File: config.mk
export PLATFORM = sky130hd
export DESIGN_NAME = fetch_stage
export DESIGN_NICKNAME = d
export VERILOG_FILES = /design/src/rtl/mips_pkg.sv /design/src/rtl/fetch_stage_bht.sv /design/src/rtl/fetch_stage.sv
export SDC_FILE = /design/constraint.sdc
export NUM_CORES = 1
export LEC_CHECK = 0
export CAP_MARGIN = 25
export CORE_ASPECT_RATIO = 0.75
export CORE_MARGIN = 2
export CORE_UTILIZATION = 54
export DETAILED_ROUTE_END_ITERATION = 8
export GPL_TIMING_DRIVEN = 0
export PLACE_DENSITY = 0.82
export SYNTH_ARGS = -nofsm -noshare
export SYNTH_HDL_FRONTEND = slang
export SYNTH_SLANG_ARGS = --single-unit
File: constraint.sdc
create_clock -name clock -period 4.2 [get_ports clock]
set_input_delay 0.84 -clock clock [delete_from_list [all_inputs] [get_ports clock]]
set_output_delay 0.84 -clock clock [all_outputs]
set_load 0.02 [all_outputs]
File: src/rtl/mips_pkg.sv
// Shared definitions for the fetch stage: opcodes and branch counter encodings.
package mips_pkg;

  localparam logic [5:0] OPC_BEQ = 6'h04;
  localparam logic [5:0] OPC_BNE = 6'h05;

  typedef enum logic [1:0] {
    SNT = 2'b00,
    WNT = 2'b01,
    WT  = 2'b10,
    ST  = 2'b11
  } bht_cnt_e;

  localparam bht_cnt_e BHT_RESET = WNT;

  // Saturating 2-bit counter step: taken moves toward ST, not-taken toward SNT.
  function automatic bht_cnt_e counterNext(input bht_cnt_e cur, input logic taken);
    bht_cnt_e nxt;
    nxt = cur;
    case (cur)
      SNT:     nxt = taken ? WNT : SNT;
      WNT:     nxt = taken ? WT  : SNT;
      WT:      nxt = taken ? ST  : WNT;
      ST:      nxt = taken ? ST  : WT;
      default: nxt = cur;
    endcase
    return nxt;
  endfunction

endpackage

File: src/rtl/fetch_stage_bht.sv
// Untagged table of 2-bit branch counters: one combinational read port and
// one synchronous update port. A same-index read during an update sees the
// old value; the new one appears after the edge.
module branch_history_table
  import mips_pkg::*;
#(
  parameter int ENTRIES = 64,
  parameter int IDX     = $clog2(ENTRIES)
) (
  input  logic           i_clock,
  input  logic           i_reset,
  input  logic [IDX-1:0] i_rdIndex,
  output bht_cnt_e       o_rdCounter,
  input  logic           i_updEn,
  input  logic [IDX-1:0] i_updIndex,
  input  logic           i_updTaken
);

  bht_cnt_e r_counters [ENTRIES];

  assign o_rdCounter = r_counters[i_rdIndex];

  // Reset every counter to weakly not-taken; otherwise train the addressed one.
  always_ff @(posedge i_clock or negedge i_reset) begin
    if (!i_reset) begin
      for (int i = 0; i < ENTRIES; i++) begin
        r_counters[i] <= BHT_RESET;
      end
    end else if (i_updEn) begin
      r_counters[i_updIndex] <= counterNext(r_counters[i_updIndex], i_updTaken);
    end
  end

endmodule

File: src/rtl/fetch_stage.sv
// Instruction fetch: PC register, branch predecode and next-PC selection.
// Redirects from later stages win over stall; the BHT only steers PC when
// nothing else is in control of it.
module fetch_stage
  import mips_pkg::*;
#(
  parameter logic [31:0] RESET_PC    = 32'h0000_0000,
  parameter int          BHT_ENTRIES = 64
) (
  input  logic        clock,
  input  logic        reset,
  input  logic        stall,
  input  logic [31:0] instructionROMOut,
  input  logic        Branch_out,
  input  logic [31:0] branchTarget,
  input  logic        Jump_out,
  input  logic [31:0] jumpTarget,
  input  logic        bhtUpdate,
  input  logic [31:0] bhtUpdatePC,
  input  logic        bhtTaken,
  output logic [31:0] pc,
  output logic [31:0] pcPlus4,
  output logic        prediction
);

  localparam int IDX = $clog2(BHT_ENTRIES);

  logic [31:0] r_pc;
  logic [31:0] w_pcPlus4;
  logic [5:0]  w_opcode;
  logic [15:0] w_imm;
  logic        w_isBranch;
  logic [31:0] w_offset;
  logic [31:0] w_predTarget;
  bht_cnt_e    w_counter;
  logic        w_prediction;
  logic [31:0] w_nextPc;
  logic        w_unusedBits;

  assign w_pcPlus4    = r_pc + 32'd4;
  assign w_opcode     = instructionROMOut[31:26];
  assign w_imm        = instructionROMOut[15:0];
  assign w_isBranch   = (w_opcode == OPC_BEQ) || (w_opcode == OPC_BNE);
  assign w_offset     = {{14{w_imm[15]}}, w_imm, 2'b00};
  assign w_predTarget = w_pcPlus4 + w_offset;
  assign w_prediction = w_isBranch & w_counter[1];

  assign w_unusedBits = ^{instructionROMOut[25:16], bhtUpdatePC[31:IDX+2], bhtUpdatePC[1:0]};

  branch_history_table #(
    .ENTRIES(BHT_ENTRIES),
    .IDX    (IDX)
  ) u_bht (
    .i_clock    (clock),
    .i_reset    (reset),
    .i_rdIndex  (r_pc[IDX+1:2]),
    .o_rdCounter(w_counter),
    .i_updEn    (bhtUpdate),
    .i_updIndex (bhtUpdatePC[IDX+1:2]),
    .i_updTaken (bhtTaken)
  );

  // Next-PC priority: branch redirect, jump, stall, predicted taken, sequential.
  always_comb begin
    w_nextPc = w_pcPlus4;
    if (Branch_out) begin
      w_nextPc = branchTarget;
    end else if (Jump_out) begin
      w_nextPc = jumpTarget;
    end else if (stall) begin
      w_nextPc = r_pc;
    end else if (w_prediction) begin
      w_nextPc = w_predTarget;
    end
  end

  // PC register, forced to the reset vector asynchronously.
  always_ff @(posedge clock or negedge reset) begin
    if (!reset) begin
      r_pc <= RESET_PC;
    end else begin
      r_pc <= w_nextPc;
    end
  end

  assign pc         = r_pc;
  assign pcPlus4    = w_pcPlus4;
  assign prediction = w_prediction;

endmodule

# Word-level counts from Yosys, hierarchy flattened
# Index checks and enable logic that the tools add are counted.
# totals
reg_bits,160
output_inout_bits,65
input_bits,135
word_cells,101
# op_classes
n_eq_ne,6
muxes,19
reduce_logical,3
addsub,2
order_cmp,3
n_bitwise,3
# ops
operator,count
$bwmux 128,1
$mux 32,4
$add 32x3->32 const B,1
$add 32x32->32,1
$bmux 2 s6,2
$mux 2,8
$ge 7x7->1 const B,2
$not 6->7,2
$demux 2 s6,1
$eq 6x3->1 const B,2
$pmux 2 s4,1
$lt 7x1->1 const B,1
$eq 2x2->1 const B,2
$ne 3x1->1 const B,1
$eq 2x1->1 const B,1
$logic_not 2->1,1
$mux 1,2
$and 1x1->1,1
$logic_and 1x1->1,1
$logic_or 1x1->1,1

# Longest topological paths before layout
# logic_depth
depth_word,9
mapped_depth,18
mapped_depth_nobuf,16

# Hierarchy
# Synthesis repeated with hierarchy kept, for this count alone.
# hier_totals
cells_unflattened,1196
hier_area_um2,12045.3
# modules_own_cells
mod,n_inst,seq_area_each_um2,area_per_inst_um2,cells_each
branch_history_table,1,3283.1,7672.4,611
fetch_stage,1,800.8,4372.9,585

# Worst setup path after synthesis
# Ideal clock, no wire load.
# synth_path
path_type,register -> register
start,"register r_pc[6], in the netlist pc[6]"
end,"register r_pc[31], in the netlist pc[31]"
n_path_buf,1
arrival_ps,4134
path_slack_ps,-63
setup_ps,129
required_ps,4071
synth_period_minus_slack_ps,4263
stages_incl_launch_ff,18
cell_sequence,dfrtp_1 -> clkbuf_1 -> and4_1 -> and4_1 -> nand4_1 -> nor2_1 -> nand4_1 -> xnor2_1 -> ha_1 -> a21o_1 -> a21o_1 -> a21oi_1 -> o2111a_1 -> nor3_1 -> or4_1 -> nand3_1 -> xor2_1 -> a21oi_1
# synth_via
elab_cells_between_ends,11
classes_between,2 x add/sub; 7 x mux; 2 x bitwise
# synth_lines
element,line_no,source
"start, declared",fetch_stage.sv:28,logic [31:0] r_pc;
"start signal, assigned",fetch_stage.sv:82,r_pc <= w_nextPc;
$add 32x3->32,fetch_stage.sv:40,assign w_pcPlus4 = r_pc + 32'd4;
named net pcPlus4[22],fetch_stage.sv:22,"output logic [31:0] pcPlus4,"
$add 32x32->32,fetch_stage.sv:45,assign w_predTarget = w_pcPlus4 + w_offset;
$mux 32,fetch_stage.sv:72,end else if (w_prediction) begin
$mux 32,fetch_stage.sv:70,end else if (stall) begin
$mux 32,fetch_stage.sv:68,end else if (Jump_out) begin
$mux 32,fetch_stage.sv:66,if (Branch_out) begin
# The timed path passes the listed nets, and every way through them passes these cells. The select of a mux whose other input is x is not followed.
# A chain may end at the register's enable or synchronous reset.

# Worst setup path after layout
# layout_path
start,"register r_pc[3], in the netlist pc[3]"
end,"register r_pc[31], in the netlist pc[31]"
# layout_via
elab_chain_len,9
elab_cells_between_ends,11
classes_between,2 x add/sub; 7 x mux; 2 x bitwise
# layout_lines
element,line_no
branches (longest 5 deep; another with $add 32x3->32),-
$mux 32 (*),fetch_stage.sv:72
$mux 32 (*),fetch_stage.sv:70
$mux 32 (*),fetch_stage.sv:68
$mux 32 (*),fetch_stage.sv:66
# Mark *: on every way between the ends. The select of a mux whose other input is x is not followed.

==> flow_summary.toml <==
[cts]
clock_latency_ns = 0.45
htreeDepth = 4
clock_path_buffers = 2
cts_root_buf = "clkbuf_16"
cts_tree = "built"
cts_sinks = 160
clkTransAtPathRegs_ns = 0.07
cts_buffers = 17
cts_hold_buf = 0

[grt]
grt_pass1_vias = 9911
grt_max_degree = 98
grt_pass1_wl_mm = 56.2
grtUsageTotal_pct = 34.2
antenna_found_initial = 0
grt.overflow.total = 0

[power_and_ir_drop]
p_leak_nw = 5.78
power.switching_mw = 1.70
p_sw_share_pct = 33.2
power_frac_seq_pct = 37.9
vdd_drop_max_uv = 318
p_int_mw = 3.42
p_total_mw = 5.13
p_clk_share_pct = 32.0
power_density_mw_per_mm2 = 372
comb_power_share_pct = 30.2

[logic_synthesis]
synth_nets = 1247
yosys_warnings = 0
ys_types = 70
synth_area_mm2 = 0.0110
async_reset_ff_share_pct = 100
synth-seq-cells = 160
synth_edf_count = 0
syn_inst = 1075
synth_ff_type = "dfrtp_1"
syn_area_per_cell_um2 = 10.2
seq_area_frac_synth_pct = 37.2

[timing]
slew_violations = 0
period_needed_ns = 4.12
worst_pin_slew_ns = 1.09
setup_ws_ns = 0.0811
finClkSkew_ns = 0.0150
finalCritPeriodShare_pct = 98.1
setup_viol = 0
max_freq_mhz = 243
slew_headroom_pct = 27.2
finalHoldViolations = 0

[placement]
dpl_cell_area_mm2 = 0.0129
gp_congestion = 0.970
pre_cts_slack_ns = -0.705
dp_hpwl_mm = 26.4
portBuffers = 159

[final_layout]
drive_gt1_share_pct = 27.4
nNetsFinal = 1433
design_area_mm2 = 0.0138
syn_to_final_growth_pct = 25.5
antennaDiodeCount = 0
nFillCells = 1449

[detailed_routing]
num_vias = 10200
first_pass_iters = 6
antenna_left = 0
drtIter0Drc = 1404
drc = 0
routedWlPerCell_um = 24.1
drt-total-wl_mm = 36.9
via_per_inst = 6.66

[outcome]
status = "complete, no violations"

[floorplanning]
chipWidth_um = 169
ios = 200
die_h_um = 127
dieArea_mm2 = 0.0215
num_rows = 45
initial_core_util_pct = 54.6
core_area_mm2 = 0.0201

[setup_path]
cp-start-kind = "flop"
worst_setup_path_end_kind = "flop"
path_class = "flop to flop"
crit_fanout = 10
r2r_slack_ns = 0.08
cp_data_arrival_time_ns = 4.45
worst_ep_required_time_ns = 4.53

[min_path]
worstHoldPathType = "primary input to asynchronous set/reset pin"

[run]
drv_cap = 0
-- cells by family (layout without fill, tap and decap cells) --
logic type | count (synthesis) | count (layout) | synth area share (%)
buffers and inverters | 92 | 291 | 3.83
XOR/XNOR | 53 | 53 | 4.23
AO/OA/AOI/OAI | 237 | 237 | 14.2
AND/OR/NAND/NOR | 282 | 282 | 12.0
multiplexers | 212 | 212 | 24.0
adder cells (fa/ha/maj) | 39 | 39 | 4.49
flip-flops | 160 | 160 | 37.2
-- per-layer routing --
| metal | track usage (%) | vias to the layer above | routed length [um] |
|---|---|---|---|
| met5 | 0 | - | 0 |
| met4 | 12.4 | 0 | 1230 |
| met3 | 8.52 | 140 | 4550 |
| met2 | 50.7 | 763 | 16000 |
| met1 | 49.0 | 4958 | 15200 |
| li1 | - | 4344 | - |
-- power by group through the flow --
stage,Clock [mW],Sequential (mW),Combinational [mW]
floorplan,0,1.94,0.897
global placement,0,1.94,1.43
detailed placement,0,1.95,1.46
CTS,1.63,1.93,1.48
global route,1.70,1.96,1.64
finish,1.64,1.94,1.55
-- sequential cells by signal (all words and copies together), names as in the netlist --
signal,count
pc,32
u_bht.r_counters,128
-- synthesized netlist by cell type (6+ instances only) --
| cell | count | area (um2) |
|---|---|---|
| or3_1 | 6 | 37.5 |
| xor2_1 | 18 | 158 |
| nand4_1 | 10 | 62.6 |
| mux4_2 | 26 | 586 |
| mux2_2 | 149 | 1680 |
| nor3_1 | 7 | 35.0 |
| dfstp_2 | 64 | 1680 |
| o211ai_1 | 7 | 52.6 |
| ha_1 | 36 | 450 |
| and3_1 | 7 | 43.8 |
| o21bai_1 | 7 | 52.6 |
| mux2i_1 | 37 | 370 |
| o21ai_0 | 42 | 210 |
| a211oi_1 | 6 | 45.0 |
| and2_1 | 8 | 50.1 |
| xnor2_1 | 35 | 307 |
| a21oi_1 | 69 | 345 |
| clkbuf_1 | 34 | 128 |
| buf_2 | 20 | 100 |
| nand2_1 | 101 | 379 |
| a22oi_1 | 22 | 165 |
| dfrtp_1 | 96 | 2400 |
| a221oi_1 | 14 | 123 |
| nand3_1 | 21 | 105 |
| nor2_1 | 83 | 312 |
| o22ai_1 | 6 | 37.5 |
| nand3b_1 | 6 | 45.0 |
| inv_1 | 22 | 82.6 |
| buf_4 | 7 | 52.6 |
| a31oi_1 | 8 | 50.1 |
| a21o_1 | 17 | 128 |
-- per-stage QoR --
| stage | hold slack [ns] | setup TNS, ns | instances | utilization (%) |
|---|---|---|---|---|
| detailed placement | 0.519 | -7.99 | 1494 | 64.4 |
| floorplan | 0.489 | 0 | 1075 | - |
| global placement | 0.502 | -551.64 | 1492 | 64.2 |
| CTS | 0.349 | -0.0169 | 1527 | 67.8 |
| global route | 0.369 | -0.0293 | 1532 | 68.5 |
| finish | 0.323 | 0 | 1532 | 68.5 |
-- final timing paths --
path,start,to,cells past startpoint
hold / removal,reset,u_bht.r_counters[51]$_DFFE_PN0P_,1
setup / recovery,pc[3]$_DFFE_PN0P_,pc[31]$_DFFE_PN0P_,16
min in group clock,u_bht.r_counters[53]$_DFFE_PN0P_,u_bht.r_counters[53]$_DFFE_PN0P_,1
hold reg to reg,u_bht.r_counters[53]$_DFFE_PN0P_,u_bht.r_counters[53]$_DFFE_PN0P_,1
setup reg to reg,pc[3]$_DFFE_PN0P_,pc[31]$_DFFE_PN0P_,16
max in group asynchronous,reset,pc[4]$_DFFE_PN0P_,2
-- placed cells by master (no fill, tap or decap), types with 14 or more instances in the layout --
cell / count
nand3_1: 21
inv_1: 22
nor2_1: 81
a221oi_1: 14
xnor2_1: 29
mux2i_1: 37
nand2_1: 101
mux4_2: 26
a21o_1: 17
clkdlybuf4s50_1: 156
clkbuf_1: 33
clkbuf_16: 17
a22oi_1: 21
mux2_2: 149
o21ai_0: 40
dfstp_2: 64
buf_2: 17
a21oi_1: 67
ha_1: 33
xor2_1: 15
buf_4: 16
dfrtp_1: 94
-- worst max-delay path, cell delays in order (launching register included) --
cell and delay [ns]:
dfrtp_1 0.40, buf_4 0.22, buf_6 0.20, and2_2 0.25
and4_4 0.33, and3b_1 0.19, xor2_1 0.41, ha_1 0.36
nand4_1 0.17, inv_1 0.07, a22oi_2 0.20, o2111a_2 0.27
nor3_2 0.06, or4_1 0.48, nand3_1 0.14, xor2_1 0.17
a21oi_1 0.08
-- layout make-up --
class / instances / area, um2 / share of cell area, %
well taps: 258 / 323 / 2.34
multi-input cells: 823 / 6640 / 48.2
repair buffers: 169 / 1690 / 12.3
clock inverters: 12 / 146 / 1.06
plain buffers: 66 / 342 / 2.48
flip-flops and latches: 160 / 4090 / 29.7
inverters: 24 / 90.1 / 0.654
clock buffers: 20 / 457 / 3.32
-- repair_timing --
item,in CTS,in global routing
pin swaps,2,6
setup buffers,3,5
gates resized for setup,20,24
setup endpoints to repair,29,11
(Power assumes the default switching activity.)
